==> src/rtl/cv32e40x_pkg.sv <==
// Shared types for the illegal-instruction recorder: the slice of the EX/WB
// pipeline register it observes and the record format it stores.
package cv32e40x_pkg;

  localparam int unsigned REC_PC_W     = 32;
  localparam int unsigned REC_HARTID_W = 4;
  localparam int unsigned REC_CYCLE_W  = 32;

  // Fields of the EX/WB pipeline register consumed by the recorder
  typedef struct packed {
    logic                instr_valid;
    logic                illegal_insn;
    logic [REC_PC_W-1:0] pc;
  } ex_wb_pipe_t;

  // One recorded illegal-instruction event
  typedef struct packed {
    logic [REC_PC_W-1:0]     pc;
    logic [REC_HARTID_W-1:0] hartid;
    logic [REC_CYCLE_W-1:0]  cycle;
    logic                    ovf;
  } illegal_rec_t;

  // Assemble a record from its captured fields
  function automatic illegal_rec_t build_rec(
    input logic [REC_PC_W-1:0]     pc,
    input logic [REC_HARTID_W-1:0] hartid,
    input logic [REC_CYCLE_W-1:0]  cycle,
    input logic                    ovf
  );
    illegal_rec_t rec;
    rec.pc     = pc;
    rec.hartid = hartid;
    rec.cycle  = cycle;
    rec.ovf    = ovf;
    return rec;
  endfunction

endpackage

==> src/rtl/cv32e40x_illegal_rec_fifo.sv <==
// Small synchronous FIFO holding recorded events. Pointers carry one extra
// wrap bit so that full and empty are distinguishable with DEPTH a power of 2.
// Storage is not reset; the head is always read straight from the array.
module cv32e40x_illegal_rec_fifo #(
  parameter int unsigned DEPTH = 4,
  parameter type         T     = logic
) (
  input  logic clk,
  input  logic rst_n,
  input  logic flush_i,
  input  logic push_i,
  input  T     push_data_i,
  input  logic pop_i,
  output logic full_o,
  output logic empty_o,
  output T     pop_data_o
);

  localparam int unsigned AW = (DEPTH > 1) ? $clog2(DEPTH) : 1;
  localparam logic [AW:0] PTR_ONE = (AW + 1)'(1);

  logic [AW:0] wptr_q;
  logic [AW:0] wptr_d;
  logic [AW:0] rptr_q;
  logic [AW:0] rptr_d;
  logic        do_push_s;
  logic        do_pop_s;
  T            mem_q [DEPTH];

  assign empty_o    = (wptr_q == rptr_q);
  assign full_o     = (wptr_q[AW] != rptr_q[AW]) &&
                      (wptr_q[AW-1:0] == rptr_q[AW-1:0]);
  assign pop_data_o = mem_q[rptr_q[AW-1:0]];

  // Decide which pointer moves; flush wins, and a pop frees a slot for a push even when full
  always_comb begin
    do_pop_s  = 1'b0;
    do_push_s = 1'b0;
    wptr_d    = wptr_q;
    rptr_d    = rptr_q;
    if (flush_i) begin
      wptr_d = '0;
      rptr_d = '0;
    end else begin
      do_pop_s  = pop_i && !empty_o;
      do_push_s = push_i && (!full_o || do_pop_s);
      if (do_pop_s) begin
        rptr_d = rptr_q + PTR_ONE;
      end else begin
        rptr_d = rptr_q;
      end
      if (do_push_s) begin
        wptr_d = wptr_q + PTR_ONE;
      end else begin
        wptr_d = wptr_q;
      end
    end
  end

  // Pointer registers
  always_ff @(posedge clk or negedge rst_n) begin
    if (!rst_n) begin
      wptr_q <= '0;
      rptr_q <= '0;
    end else begin
      wptr_q <= wptr_d;
      rptr_q <= rptr_d;
    end
  end

  // Storage array write port
  always_ff @(posedge clk) begin
    if (do_push_s) begin
      mem_q[wptr_q[AW-1:0]] <= push_data_i;
    end
  end

endmodule

==> src/rtl/cv32e40x_illegal_insn_recorder.sv <==
// Records illegal instructions retiring from WB into a small FIFO, stamped
// with PC, hart ID and a free-running cycle count. Events arriving while the
// FIFO is full are counted and flagged on the next record that gets in.
module cv32e40x_illegal_insn_recorder
  import cv32e40x_pkg::*;
#(
  parameter int unsigned DEPTH      = 4,
  parameter int unsigned DROP_CNT_W = 16
) (
  input  logic                  clk,
  input  logic                  rst_n,
  input  ex_wb_pipe_t           ex_wb_pipe_i,
  input  logic                  wb_valid_i,
  input  logic [31:0]           mhartid_i,
  input  logic                  clear_i,
  output logic                  rd_valid_o,
  input  logic                  rd_ready_i,
  output illegal_rec_t          rd_rec_o,
  output logic [DROP_CNT_W-1:0] drop_cnt_o
);

  localparam logic [DROP_CNT_W-1:0] DROP_ONE = DROP_CNT_W'(1);
  localparam logic [DROP_CNT_W-1:0] DROP_MAX = {DROP_CNT_W{1'b1}};

  logic                  capture_s;
  logic                  pop_s;
  logic                  accept_s;
  logic                  drop_s;
  logic                  fifo_full_s;
  logic                  fifo_empty_s;
  illegal_rec_t          push_rec_s;

  logic [31:0]           cycle_q;
  logic [31:0]           cycle_d;
  logic [DROP_CNT_W-1:0] drop_cnt_q;
  logic [DROP_CNT_W-1:0] drop_cnt_d;
  logic                  pending_ovf_q;
  logic                  pending_ovf_d;

  // Only the low hart-ID bits are kept in a record
  logic                  unused_hartid_s;
  assign unused_hartid_s = ^mhartid_i[31:REC_HARTID_W];

  assign rd_valid_o = !fifo_empty_s;
  assign drop_cnt_o = drop_cnt_q;
  assign push_rec_s = build_rec(ex_wb_pipe_i.pc, mhartid_i[REC_HARTID_W-1:0],
                                cycle_q, pending_ovf_q);

  // Classify this cycle's event: accepted into the FIFO, dropped, or ignored
  always_comb begin
    capture_s = wb_valid_i && ex_wb_pipe_i.instr_valid && ex_wb_pipe_i.illegal_insn;
    pop_s     = rd_valid_o && rd_ready_i;
    accept_s  = 1'b0;
    drop_s    = 1'b0;
    if (clear_i) begin
      accept_s = 1'b0;
      drop_s   = 1'b0;
    end else if (capture_s) begin
      if (!fifo_full_s || pop_s) begin
        accept_s = 1'b1;
      end else begin
        drop_s = 1'b1;
      end
    end else begin
      accept_s = 1'b0;
      drop_s   = 1'b0;
    end
  end

  // Next-state for cycle counter, saturating drop counter and pending overflow flag
  always_comb begin
    cycle_d       = cycle_q + 32'd1;
    drop_cnt_d    = drop_cnt_q;
    pending_ovf_d = pending_ovf_q;
    if (clear_i) begin
      drop_cnt_d    = '0;
      pending_ovf_d = 1'b0;
    end else if (drop_s) begin
      pending_ovf_d = 1'b1;
      if (drop_cnt_q != DROP_MAX) begin
        drop_cnt_d = drop_cnt_q + DROP_ONE;
      end else begin
        drop_cnt_d = drop_cnt_q;
      end
    end else if (accept_s) begin
      pending_ovf_d = 1'b0;
    end else begin
      pending_ovf_d = pending_ovf_q;
    end
  end

  // Recorder state registers; the cycle counter ignores clear_i
  always_ff @(posedge clk or negedge rst_n) begin
    if (!rst_n) begin
      cycle_q       <= 32'd0;
      drop_cnt_q    <= '0;
      pending_ovf_q <= 1'b0;
    end else begin
      cycle_q       <= cycle_d;
      drop_cnt_q    <= drop_cnt_d;
      pending_ovf_q <= pending_ovf_d;
    end
  end

  cv32e40x_illegal_rec_fifo #(
    .DEPTH (DEPTH),
    .T     (illegal_rec_t)
  ) u_fifo (
    .clk         (clk),
    .rst_n       (rst_n),
    .flush_i     (clear_i),
    .push_i      (accept_s),
    .push_data_i (push_rec_s),
    .pop_i       (pop_s),
    .full_o      (fifo_full_s),
    .empty_o     (fifo_empty_s),
    .pop_data_o  (rd_rec_o)
  );

endmodule

==> config.mk <==
export PLATFORM = sky130hd
export DESIGN_NAME = cv32e40x_illegal_insn_recorder
export DESIGN_NICKNAME = d
export VERILOG_FILES = /design/src/rtl/cv32e40x_pkg.sv /design/src/rtl/cv32e40x_illegal_rec_fifo.sv /design/src/rtl/cv32e40x_illegal_insn_recorder.sv
export SDC_FILE = /design/constraint.sdc
export NUM_CORES = 1
export LEC_CHECK = 0
export CAP_MARGIN = 20
export CORE_MARGIN = 3
export CORE_UTILIZATION = 30
export CTS_CLUSTER_DIAMETER = 80
export DETAILED_ROUTE_END_ITERATION = 8
export PLACE_DENSITY_LB_ADDON = 0.1
export SKIP_LAST_GASP = 1
export SYNTH_ARGS = -nofsm -noshare
export SYNTH_HDL_FRONTEND = slang
export SYNTH_SLANG_ARGS = --single-unit
export TNS_END_PERCENT = 1
==> constraint.sdc <==
create_clock -name clk -period 10.15 [get_ports clk]
set_input_delay 2.03 -clock clk [delete_from_list [all_inputs] [get_ports clk]]
set_output_delay 2.03 -clock clk [all_outputs]
set_load 0.03 [all_outputs]
==> results.md <==
* Status: completed
* Distinct cell type count of the synthesized netlist at 37
* Final Slew Violations at 0
* Synth top cells by count: edfxtp_1 (276), mux4_2 (69), dfrtp_1 (55)
* CTS tree: done
* First drt pass iteration count at 4
* Initial antenna violation count at 0
* RSZ-0062 raised after global routing: false
* Routed WL per cell at roughly 20 um
* RePlAce Congestion at approximately 0.7
* H-Tree Depth at 2
* Largest net degree at the start of global routing at 56
* Via count at ~6.4k
* Fraction of layout cells with a size suffix above 1 at 18.1%
* Worst min path class: flip-flop to flip-flop
* Die W at 212 um
* Xor and xnor area share after synthesis at 2.54%
* Total gr overflow at 0
* Most area-consuming cells after synthesis: edfxtp_1 (65%), mux4_2 (12%), dfrtp_1 (11%)
* Design Area, Final at 0.0159 mm^2
* Syn. warnings at 0
* Compound-gate portion of the synthesized area at 1.18%
* Via density at 4.72
* Hold Violations, Final at 0
* CTS Hold Bufs at 0
* P_sw at 625 uW
* Comb pwr share at 6.8%
* Placed standard-cell area at 0.0147 mm^2
* CP arrival at ~3.4 ns
* Vias in the first global route at 7,147
* Register share of total power at 49.9%
* PD cells at 187 mW/mm^2
* Syn Inst Count at 635
* Synth top area share at 64.9%
* Violation count after the first detailed-route iteration at 295
* Routed WL at about 27 mm
* Antenna cell count at 0
* Total CTS buffers at 39
* Final setup violation count at 0
* Main combinational cell family by area after synthesis: multiplexers
* Post-CTS Setup Bufs at 0
* Global-route wire length before repair at 41.6 mm
* Post-synthesis register bit count at 331
* Tcrit/Tclk final at 53.1%
* Synth Area in Adders at 0.686%
* Setup_tns at 0 ns
* Avg Cell Area, Syn at 20.1 um^2
* CP max FO at 27
* Hpwl dp at around 15 mm
* Die area at 0.0451 mm^2
* Peak VDD IR at 0.0930 mV
* Post-synth EDFFs at 276
* Core Region at 0.0414 mm^2
* GRT Total Usage at 12.2%
* Count leader, synth: edfxtp_1
* Num Clock Sinks at 331
* Primary FF master, synth: edfxtp_1
* Seq/Total Area, Yosys at 75.7%
* Maximum clock insertion buffer count at 3
* Yosys top cell by area: edfxtp_1
* Startpoint Class: flip-flop
* Initial core utilization at 30.8%
* Post-synthesis cell area at 0.0128 mm^2
* Die H at 212 um
* FP Rows at 74
* Mux cell area share after synthesis at 12.9%
* Worst-path clk slew at 0.05 ns
* Period minus WS final at 5.39 ns
* Mapped Nets at slightly above 700
* Slew Limit Headroom at 47.1%
* Sw Ratio at 21.0%
* Maxcap violations at 0
* Clock skew at 0.0171 ns
* Io pins at about 160
* Post_cts resized at 0
* Clock Latency Late Sink at around 0.53 ns
* Int Power at approximately 2.4 mW
* Tightest Pin Transition at 0.793 ns
* Clock power frac at about 43%
* Port bufs at 128
* CP Capture Type: output port
* Asr flop ratio synth at between 15 and 20%
* Max Fclk at 0.186 GHz
* Synth Area in Simple Gates at under 10%
* Worst path required time at 8.12 ns
* Antenna viol nets, final at 0
* Leakage dissipation at 5.29 nW
* Critical path class: flip-flop to output port
* CTS root buffer: clkbuf_16
* # DRC at 0
* Synth-to-Final Area Change at 24.6%
* Nets at 870
==> registers in the layout, summed over array words and instances, names as in the netlist <==
name,cells
pending_ovf_q,1
cycle_q,32
u_fifo.rptr_q,3
u_fifo.wptr_q,3
drop_cnt_o,16
u_fifo.mem_q,276
==> layout by cell type (no fill, tap or decap), types with 13 or more instances in the layout <==
master / instances
xnor2_1: 22
clkbuf_16: 39
clkdlybuf4s50_1: 127
edfxtp_1: 276
nand4_1: 13
dfrtp_1: 53
xor2_1: 15
nor2_1: 19
nand2_1: 13
clkbuf_1: 13
nand3_1: 19
mux4_2: 69
==> critical path, cell delays in order (launching register included) <==
cell	delay [ns]
dfrtp_4	0.81
buf_4	0.51
buf_16	0.29
mux4_2	0.53
clkdlybuf4s50_1	0.67
==> cell type report <==
type,count,area (um^2)
fill,3778,25500
inverter,9,33.8
multi-input combinational,269,2950
tap,532,666
clock buffer,55,1070
clock inverter,13,119
timing repair buffer,142,1400
sequential,331,9670
==> through the flow <==
| step | total power, mW | hold WS (ns) | worst slack, ns | utilization (%) | std cells |
|---|---|---|---|---|---|
| CTS | 3.03 | 0.529 | 4.42 | 38.4 | 1349 |
| detailed placement | 1.72 | 0.517 | 5.00 | 35.5 | 1281 |
| global placement | 1.71 | 0.505 | 5.01 | 35.5 | 1281 |
| finish | 2.98 | 0.524 | 4.76 | 38.4 | 1351 |
| floorplan | 1.63 | 0.477 | 2.51 | - | 635 |
| global route | 3.10 | 0.563 | 4.48 | 38.4 | 1351 |
==> final timing paths <==
kind                                       start             endpoint  slack [ns]  cells after the start
min in group asynchronous                  rst_n          cycle_q[22]        1.66                      2
max in group asynchronous                  rst_n     u_fifo.rptr_q[1]        7.87                      2
worst min-delay path               pending_ovf_q   u_fifo.mem_q[0][0]        0.52                      0
worst min register to register     pending_ovf_q   u_fifo.mem_q[0][0]        0.52                      0
worst max-delay path            u_fifo.rptr_q[0]          rd_rec_o[1]        4.76                      4
worst max register to register  u_fifo.rptr_q[0]  u_fifo.mem_q[2][64]        6.91                      6
==> power groups by stage <==
| stage | sequential [mW] | combinational [mW] | clock [mW] |
|---|---|---|---|
| finish | 1.48 | 0.202 | 1.29 |
| global route | 1.49 | 0.216 | 1.40 |
| CTS | 1.48 | 0.205 | 1.34 |
| detailed placement | 1.51 | 0.204 | 0 |
| global placement | 1.51 | 0.202 | 0 |
| floorplan | 1.50 | 0.124 | 0 |
==> metal layers <==
metal | vias to the layer above | routed length (um) | global-route usage (%) | part of all wire [%]
met2 | 142 | 13400 | 20.8 | 50
met1 | 3292 | 11100 | 14.9 | 42
met5 | - | 0 | 0 | 0
li1 | 2890 | - | - | -
met3 | 52 | 1320 | 2.97 | 5.0
met4 | 0 | 778 | 4.89 | 2.9
==> kinds of logic after synthesis <==
logic type / Yosys count
adder cells (fa/ha/maj): 7
multiplexers: 78
AO/OA/AOI/OAI: 24
flip-flops: 331
XOR/XNOR: 37
buffers and inverters: 35
AND/OR/NAND/NOR: 123
Note: power is estimated with default switching activity, not from simulation.
